===== config.mk =====
export PLATFORM = sky130hd
export DESIGN_NAME = fir_out_requant_flat
export DESIGN_NICKNAME = d
export VERILOG_FILES = /design/src/rtl/fir_out_requant_pkg.sv /design/src/rtl/fir_out_requant_if.sv /design/src/rtl/fir_out_requant_core.sv /design/src/rtl/fir_out_requant.sv /design/src/flat_wrapper.sv
export SDC_FILE = /design/constraint.sdc
export NUM_CORES = 1
export LEC_CHECK = 0
export ABC_AREA = 1
export CAP_MARGIN = 20
export CORE_AREA = 2 2 81 83
export DETAILED_ROUTE_END_ITERATION = 8
export DIE_AREA = 0 0 83 85
export PLACE_DENSITY_LB_ADDON = 0.2
export SLEW_MARGIN = 20
export SYNTH_ARGS = -nofsm -noshare
export SYNTH_HDL_FRONTEND = slang
export SYNTH_HIERARCHICAL = 1
export SYNTH_SLANG_ARGS = --single-unit

===== constraint.sdc =====
create_clock -name clk -period 1.96 [get_ports clk]
set_input_delay 0.392 -clock clk [delete_from_list [all_inputs] [get_ports clk]]
set_output_delay 0.392 -clock clk [all_outputs]
set_load 0.005 [all_outputs]

===== src/rtl/fir_out_requant_pkg.sv =====
// Shared types and widths for the FIR output re-quantiser (package fir_pkg).
package fir_pkg;

    localparam int FIR_IN_W  = 32;
    localparam int FIR_OUT_W = 16;
    localparam int FIR_SHIFT = 15;

    typedef logic signed [FIR_IN_W-1:0]  fir_in_t;
    typedef logic signed [FIR_OUT_W-1:0] fir_out_t;

    typedef struct packed {
        fir_out_t data;
        logic     last;
        logic     sat;
    } fir_beat_t;

    typedef enum logic [1:0] {
        ST_EMPTY,
        ST_ONE,
        ST_FULL
    } skid_state_t;

endpackage


===== src/rtl/fir_out_requant_if.sv =====
// AXI-stream bundle used on both sides of the re-quantiser; W is the tdata width.
interface fir_axis_if #(
    parameter int W = 32
) ();

    logic [W-1:0]   tdata;
    logic [W/8-1:0] tkeep;
    logic           tlast;
    logic           tuser;
    logic           tvalid;
    logic           tready;

    modport master (
        output tdata,
        output tkeep,
        output tlast,
        output tuser,
        output tvalid,
        input  tready
    );

    modport slave (
        input  tdata,
        input  tkeep,
        input  tlast,
        input  tvalid,
        output tready
    );

endinterface


===== src/rtl/fir_out_requant_core.sv =====
// Combinational round-half-up, arithmetic shift and saturate; returns the sample plus a saturation flag.
module fir_requant_core #(
    parameter int IN_W  = 32,
    parameter int OUT_W = 16,
    parameter int SHIFT = 15
) (
    input  logic signed [IN_W-1:0]  in_i,
    output logic signed [OUT_W-1:0] out_o,
    output logic                    sat_o
);

    localparam int EW = IN_W + 1;
    typedef logic signed [EW-1:0] ext_t;

    // One guard bit keeps the rounding add from overflowing.
    localparam ext_t RND  = (SHIFT == 0) ? ext_t'(0)
                                         : (ext_t'(1) <<< ((SHIFT == 0) ? 0 : SHIFT - 1));
    localparam ext_t MAXV = ext_t'({1'b0, {(OUT_W-1){1'b1}}});
    localparam ext_t MINV = -MAXV - ext_t'(1);

    function automatic ext_t round_shift(input logic signed [IN_W-1:0] x);
        ext_t r;
        r = ext_t'(x) + RND;
        return r >>> SHIFT;
    endfunction

    function automatic logic [OUT_W:0] saturate(input ext_t q);
        logic [OUT_W:0] res;
        if (q > MAXV) begin
            res = {1'b1, MAXV[OUT_W-1:0]};
        end else if (q < MINV) begin
            res = {1'b1, MINV[OUT_W-1:0]};
        end else begin
            res = {1'b0, q[OUT_W-1:0]};
        end
        return res;
    endfunction

    always_comb begin
        {sat_o, out_o} = saturate(round_shift(in_i));
    end

endmodule


===== src/rtl/fir_out_requant.sv =====
// FIR output re-quantiser: 32-bit signed stream in, 16-bit saturated stream out through a 2-entry skid buffer.
// Optional saturation counter enabled by defining FIR_REQ_SATCNT_EN.
module fir_out_requant
    import fir_pkg::*;
#(
    parameter int IN_W  = FIR_IN_W,
    parameter int OUT_W = FIR_OUT_W,
    parameter int SHIFT = FIR_SHIFT,
    parameter int CNT_W = 16
) (
    input  logic             clk,
    input  logic             reset,
    fir_axis_if.slave        s_axis,
    fir_axis_if.master       m_axis,
    output logic [CNT_W-1:0] sat_count
);

    typedef struct packed {
        logic signed [OUT_W-1:0] data;
        logic                    last;
        logic                    sat;
    } beat_t;

    skid_state_t state_q, state_d;
    beat_t       or_q, or_d;
    beat_t       sk_q, sk_d;
    beat_t       new_beat;
    logic        s_ready_q, s_ready_d;
    logic        accept;
    logic        emit;

    logic signed [IN_W-1:0]  in_data;
    logic signed [OUT_W-1:0] core_out;
    logic                    core_sat;
    logic                    unused_keep;

    assign in_data     = s_axis.tdata;
    assign unused_keep = ^s_axis.tkeep;

    fir_requant_core #(
        .IN_W  (IN_W),
        .OUT_W (OUT_W),
        .SHIFT (SHIFT)
    ) u_core (
        .in_i  (in_data),
        .out_o (core_out),
        .sat_o (core_sat)
    );

    assign new_beat = '{data: core_out, last: s_axis.tlast, sat: core_sat};
    assign accept   = s_axis.tvalid && s_ready_q;
    assign emit     = (state_q != ST_EMPTY) && m_axis.tready;

    always_comb begin
        state_d = state_q;
        or_d    = or_q;
        sk_d    = sk_q;
        unique case (state_q)
            ST_EMPTY: begin
                if (accept) begin
                    state_d = ST_ONE;
                    or_d    = new_beat;
                end
            end
            ST_ONE: begin
                if (accept && emit) begin
                    or_d = new_beat;
                end else if (accept) begin
                    state_d = ST_FULL;
                    sk_d    = new_beat;
                end else if (emit) begin
                    state_d = ST_EMPTY;
                end
            end
            ST_FULL: begin
                // tready is low here, so only a drain can happen.
                if (emit) begin
                    state_d = ST_ONE;
                    or_d    = sk_q;
                end
            end
            default: state_d = ST_EMPTY;
        endcase
        s_ready_d = (state_d != ST_FULL);
    end

    always_ff @(posedge clk) begin
        if (reset) begin
            state_q   <= ST_EMPTY;
            s_ready_q <= 1'b0;
            or_q      <= '0;
            sk_q      <= '0;
        end else begin
            state_q   <= state_d;
            s_ready_q <= s_ready_d;
            or_q      <= or_d;
            sk_q      <= sk_d;
        end
    end

    assign s_axis.tready = s_ready_q;
    assign m_axis.tvalid = (state_q != ST_EMPTY);
    assign m_axis.tdata  = or_q.data;
    assign m_axis.tlast  = or_q.last;
    assign m_axis.tuser  = or_q.sat;
    assign m_axis.tkeep  = (state_q != ST_EMPTY) ? '1 : '0;

`ifdef FIR_REQ_SATCNT_EN
    logic [CNT_W-1:0] cnt_q, cnt_d;

    always_comb begin
        cnt_d = cnt_q;
        if (emit && or_q.sat && (cnt_q != '1)) begin
            cnt_d = cnt_q + 1'b1;
        end
    end

    always_ff @(posedge clk) begin
        if (reset) begin
            cnt_q <= '0;
        end else begin
            cnt_q <= cnt_d;
        end
    end

    assign sat_count = cnt_q;
`else
    assign sat_count = '0;
`endif

endmodule


===== src/flat_wrapper.sv =====
// flat-port wrapper written by rule: the top's interface ports become plain ports
module fir_out_requant_flat import fir_pkg::*;
#(
    parameter int IN_W  = FIR_IN_W,
    parameter int OUT_W = FIR_OUT_W,
    parameter int SHIFT = FIR_SHIFT,
    parameter int CNT_W = 16
)
  (clk, reset, sat_count, s_axis_tdata, s_axis_tkeep, s_axis_tlast, s_axis_tvalid, s_axis_tready, m_axis_tdata, m_axis_tkeep, m_axis_tlast, m_axis_tuser, m_axis_tvalid, m_axis_tready);
  fir_axis_if #(.W(32)) s_axis_i ();
  fir_axis_if #(.W(16)) m_axis_i ();
  input  logic clk;
  input  logic reset;
  output logic [CNT_W-1:0] sat_count;
  input wire logic [$bits(s_axis_i.tdata)-1:0] s_axis_tdata;
  input wire logic [$bits(s_axis_i.tkeep)-1:0] s_axis_tkeep;
  input wire logic [$bits(s_axis_i.tlast)-1:0] s_axis_tlast;
  input wire logic [$bits(s_axis_i.tvalid)-1:0] s_axis_tvalid;
  output wire logic [$bits(s_axis_i.tready)-1:0] s_axis_tready;
  output wire logic [$bits(m_axis_i.tdata)-1:0] m_axis_tdata;
  output wire logic [$bits(m_axis_i.tkeep)-1:0] m_axis_tkeep;
  output wire logic [$bits(m_axis_i.tlast)-1:0] m_axis_tlast;
  output wire logic [$bits(m_axis_i.tuser)-1:0] m_axis_tuser;
  output wire logic [$bits(m_axis_i.tvalid)-1:0] m_axis_tvalid;
  input wire logic [$bits(m_axis_i.tready)-1:0] m_axis_tready;
  assign s_axis_i.tdata = s_axis_tdata;
  assign s_axis_i.tkeep = s_axis_tkeep;
  assign s_axis_i.tlast = s_axis_tlast;
  assign s_axis_i.tvalid = s_axis_tvalid;
  assign s_axis_tready = s_axis_i.tready;
  assign m_axis_tdata = m_axis_i.tdata;
  assign m_axis_tkeep = m_axis_i.tkeep;
  assign m_axis_tlast = m_axis_i.tlast;
  assign m_axis_tuser = m_axis_i.tuser;
  assign m_axis_tvalid = m_axis_i.tvalid;
  assign m_axis_i.tready = m_axis_tready;
  fir_out_requant #(.IN_W(IN_W), .OUT_W(OUT_W), .SHIFT(SHIFT), .CNT_W(CNT_W)) u_core (.clk(clk), .reset(reset), .s_axis(s_axis_i), .m_axis(m_axis_i), .sat_count(sat_count));
endmodule

== Word level (Yosys, flattened, before mapping) ==
Cells that the tools add are included.
Word-level totals
  bits in registers: 39
  memory bits (read-only): 0
  memory bits (writable): 0
  bits of input ports: 41
  latch bits: 0
  memories kept: 0
Operators by class
  mux-type cells: 13
  shift-type cells: 0
  magnitude comparators: 2
  equal/unequal tests: 6
  $add $sub $neg: 1
  bitwise gates (word level): 1
  $mul: 0
  divide/modulo/power cells: 0
  reductions and logical operators: 8
Operators with widths (number)
  18-bit 2-to-1 mux: 3
  18-bit case mux with 3 select lines: 1
  17-bit 2-to-1 mux: 2
  32-bit by 16-bit adder with 33-bit output, second input constant: 1
  18-bit by 16-bit greater-than comparator with 1-bit output, second input constant: 1
  18-bit by 16-bit < comparator with 1-bit output, second input constant: 1
  2-bit 2-to-1 mux: 6
  2-bit by 1-bit inequality test with 1-bit output, second input constant: 3
  2-bit case mux with 3 select lines: 1
  4-bit AND reduction: 1
  1-bit logical AND: 3
  3-bit AND reduction: 1
  3-bit nonzero test: 1
  2-bit by 1-bit equality test with 1-bit output, second input constant: 1
  2-bit equality test, second input constant: 1
  2-bit logical NOT: 1
  2-bit inequality test, second input constant: 1
  2-bit nonzero test: 1
  1-bit NOT: 1

== Longest topological paths before layout ==
  depth after elaboration: 7
  gate-level depth with buffers: 16

== By module ==
Netlist, hierarchy kept.
Modules (own cells, without submodules)
  fir_out_requant: sequential area each 780.7 sq um, area an instance 1863.0 sq um, cells each 288, instances 1
  fir_requant_core: sequential area each 0.0 sq um, area an instance 726.9 sq um, cells each 114, instances 1

== Worst setup path after synthesis ==
Ideal clock, no wire load.
  path kind: in2reg
  start: input s_axis_tdata[14]
  end: register u_core.or_q, in the netlist u_core/m_axis.tdata[10]
  arrival time: 1.811 ns
  cell stages on the path: 14
  library setup time: 0.113 ns
  path slack: 0.036 ns
  path through: ha_1 > nand2_1 > nor2_2 > nand4_2 > nor2_2 > a21oi_2 > clkinv_1 > nand2_4 > buf_12 > nand2_2 > nand2_1 > nand2_1 > nor2_1 > nor2_1
Between the ends
  longest elaborated chain between the ends: 6
Ends and longest elaborated chain
  start: declaration: line flat_wrapper.sv:15  | input wire logic [$bits(s_axis_i.tdata)-1:0] s_axis_tdata;
  32-bit by 16-bit adder with 33-bit output (*): line fir_out_requant_core.sv:23  | r = ext_t'(x) + RND;
  18-bit by 16-bit < comparator with 1-bit output: line fir_out_requant_core.sv:31  | end else if (q < MINV) begin
  17-bit 2-to-1 mux: line fir_out_requant_core.sv:31
  17-bit 2-to-1 mux (*): line fir_out_requant_core.sv:29  | if (q > MAXV) begin
  via u_core.core_out[10]: line fir_out_requant.sv:33  | logic signed [OUT_W-1:0] core_out;
  18-bit 2-to-1 mux, on equally long branches: line fir_out_requant.sv:66, fir_out_requant.sv:60
  18-bit case mux with 3 select lines (*): line fir_out_requant.sv:58  | unique case (state_q)
  end signal: assignment: line fir_out_requant.sv:96  | or_q <= or_d;
  end: declaration: line fir_out_requant.sv:25  | beat_t or_q, or_d;
Mark *: on every way through the listed nets, which the timed path passes. The rest lies on a longest branch. The select of a mux whose other input is x is not followed.
A chain may end at the register's enable or synchronous reset.

== Worst setup path after layout ==
  start: input s_axis_tdata[14]
  end: register u_core.or_q, in the netlist u_core/m_axis.tdata[14]
Same word-level chain as after synthesis.

==> reports/qor.txt <==
IO Count: 79
CTS tree: done
Worst EP required: 2.14 ns
Max Freq: 0.547 GHz
Share of layout cells above drive strength 1: 25.0%
Critical path peak fanout: 8
Remaining Overflow, GRT: 0
Sequential power share: 41.1%
Number of synthesis warnings: 6
Max-cap viol count: 0
Routed vias/inst: 4.35
Syn avg cell area: 6.44 sq um
Chip Width: 83 um
CTS Buf Count: 5
CP top delay family: simple AND/OR/NAND/NOR gates
Worst path max stage delay: 0.27 ns
Antenna diodes: 0
Tot GR Track Use: 17.0%
1st-iter DRT viols: 83
Mapped Area: 0.00259 sq mm
WL per Instance: 10.3 um
Worst-path clk slew: 0.07 ns
Netlist cell types: 30
Worst setup margin: 0.133 ns
First-pass DRT Iterations: 4
Skew final: 0.00553 ns
Worst slack, placed: -0.562 ns
Worst IR Drop VDD: 0.000405 V
Clock power frac: 32.6%
DIE AREA: 0.00706 sq mm
GP Congestion: 0.765
Pin count of the biggest net entering global routing: 38
Final Setup Violations: 0
Starting density of the core: 41.7%
Hold slack: 0.484 ns
Power per cell area: 588 mW/mm^2
DP HPWL: 3950 um
Max-slew violation count: 0
Rows: 29
Fin. Hold Viols: 0
Core ar.: 0.00620 sq mm
Status: completed
Crit-path cells: dlygate4sd2_1 > ha_4 > nand2_4 > nor2_4 > nand4_4 > nor2_4 > a21oi_4 > buf_12 > nand2_8 > nand2_2 > nand2_2 > nand2_1 > nand2_1 > nor2_1 > nor2_1
Count of input and output buffers: 44
Post-synth top area share: 30.1%
CP Buf/Inv Count: 2
Post-synthesis sequential area ratio: 30.1%
Final #Nets: 521
Yosys reg bits: 39
Clk sinks: 39
Async set-or-reset flop fraction in the synthesized netlist: 0%
Reg2reg start: u_core/state_q[1]$_SDFF_PP0_
Hold_buf cts: 0
Crit end category: flip-flop
Final Cycle Share: 93.2%
Main flop type after synthesis: dfxtp_1
Root buf cell: clkbuf_8
Skew-Pair Late Insertion Delay: 0.29 ns
CTS Buffer Depth: 2
Post-synth top area cell: dfxtp_1
Int Pwr: 0.00152 W
Total Power: 0.00210 W
Leakage power: 1.76 nW
Via count: 2424
Psw: 0.000586 W
Number of synthesized flops with an enable pin: 0
Final wirelength: 5730 um
Vias in the first global route: 2270
Crit path launch: s_axis_tdata[14]
Global-route wire length before repair: 9940 um
Switching share of power: 27.8%
CTS H-tree lvls: 2
Worst EP arrival: 2.01 ns
Worst hold path class: reg -> reg
Area Overhead vs Synth: 38.0%
DRC viols: 0
Synth Instances: 402
Fillers: 599
Die H: 85 um
Minimum clock period: 1.83 ns
CP Launch Type: input port
Top cells by area, synth: dfxtp_1, nand2_1, nor2_1
Initial antenna violation count: 0
Kind of critical path: in -> reg
Hold wc startpoint: u_core/sk_q[16]$_SDFFE_PP0P_
Logic pwr share: 26.3%
CP max stage cell: dlygate4sd2_1
Post-route ant nets: 0
## synthesized netlist by cell type, types with 5 or more instances
cell	number
inv_1	31
nor2_1	81
xor2_1	9
nand2_4	5
nand2_1	122
nand2_2	26
buf_4	20
dfxtp_1	39
xnor2_1	5
nor2_2	5
o21ai_0	18
## final cells by class
cell class	instances	area [sq um]	area share, %
repair buffers	84	785	21.9
well taps	77	96.3	2.70
clock buffers	6	82.6	2.31
clock inverters	2	35.0	0.980
multi-input cells	312	1650	46.2
inverters	37	144	4.03
flip-flops and latches	39	781	21.8
## layout by cell type (no fill, tap or decap)
| cell type | instances |
|---|---|
| o21ai_4 | 1 |
| inv_1 | 30 |
| xnor2_1 | 5 |
| clkinv_1 | 1 |
| conb_1 | 16 |
| nor2_1 | 79 |
| dlymetal6s2s_1 | 6 |
| bufinv_16 | 1 |
| xor2_1 | 9 |
| nand4_4 | 1 |
| ha_4 | 1 |
| clkbuf_8 | 6 |
| nand3_1 | 4 |
| clkinv_2 | 1 |
| nor2_2 | 4 |
| o21ai_2 | 1 |
| nand2_2 | 38 |
| nand2_8 | 4 |
| a21oi_1 | 2 |
| clkinv_4 | 1 |
| buf_12 | 3 |
| nand2_4 | 5 |
| buf_6 | 1 |
| clkdlybuf4s15_1 | 1 |
| nand3_4 | 3 |
| nor2_4 | 7 |
| nand4_1 | 2 |
| nor3_1 | 2 |
| nand2_1 | 108 |
| a21oi_4 | 1 |
| dfxtp_1 | 39 |
| dlygate4sd2_1 | 10 |
| o21ai_0 | 18 |
| and2_1 | 1 |
| inv_2 | 5 |
| clkdlybuf4s50_1 | 27 |
| buf_4 | 36 |
## final timing paths
| path | endpoint | slack [ns] | cells past startpoint |
|---|---|---|---|
| worst max-delay path | u_core/m_axis.tdata[14]$_SDFFE_PP0P_ | 0.13 | 15 |
| worst min-delay path | u_core/sk_q[16]$_SDFFE_PP0P_ | 0.48 | 2 |
| worst max register to register | u_core/m_axis.tdata[7]$_SDFFE_PP0P_ | 0.62 | 7 |
| worst min register to register | u_core/sk_q[16]$_SDFFE_PP0P_ | 0.48 | 2 |
## state kept, by name (all words and copies together) (netlist names)
name and flops:
u_core/state_q 2, u_core/s_axis.tready 1, u_core/m_axis.tlast 1, u_core/sk_q 18, u_core/m_axis.tdata 16, u_core/m_axis.tuser 1
## worst register-to-register path, delay by kind of cell (launching register included)
family / cells / cell delay, ns
and+or+nand+nor: 6 / 0.77
buffers and inverters: 1 / 0.08
DFF: 1 / 0.37
## cells by family (layout without fill, tap and decap cells)
family | after synthesis | after routing | synth area share [%]
other | 1 | 16 | 0.145
xor gates and xnor gates | 14 | 14 | 4.73
buffers and inverters | 68 | 129 | 15.0
adders and majority gates | 1 | 1 | 0.483
AOI/OAI and AO/OA | 23 | 23 | 4.88
and+or+nand+nor | 256 | 258 | 44.6
DFF | 39 | 39 | 30.1
## power groups by stage
stage,clock network (W),registers [W],logic [W]
3_5_place_dp,0,0.000883,0.000507
4_1_cts,0.000709,0.000864,0.000551
6_report,0.000686,0.000864,0.000554
5_1_grt,0.000746,0.000870,0.000622
2_1_floorplan,0,0.000883,0.000318
3_3_place_gp,0,0.000881,0.000504
## per-stage QoR
stage	util, %	TNS [ns]	cells	instance area (sq um)
5_1_grt	57.6	-0.00380	557	3570
4_1_cts	57.0	0	557	3540
2_1_floorplan	-	0	417	2650
3_3_place_gp	52.0	-13.97	544	3220
3_5_place_dp	52.0	-16.44	544	3220
6_report	57.6	0	557	3570
## what timing repair did
item                       CTS  global route
gates resized for setup     44            12
gates cloned                 2             0
pin swaps                   23            12
setup buffers                3             0
setup endpoints to repair   32            33
## routing by layer
metal	vias to the layer above	global-route usage (%)	wire length [um]	part of all wire, %
li1	1322	-	-	-
met5	-	0	0	0
met4	0	5.51	78	1.4
met1	1037	21.2	2700	47
met2	58	29.9	2730	48
met3	7	2.92	218	3.8
No activity file was read; power rests on OpenSTA's default activity.
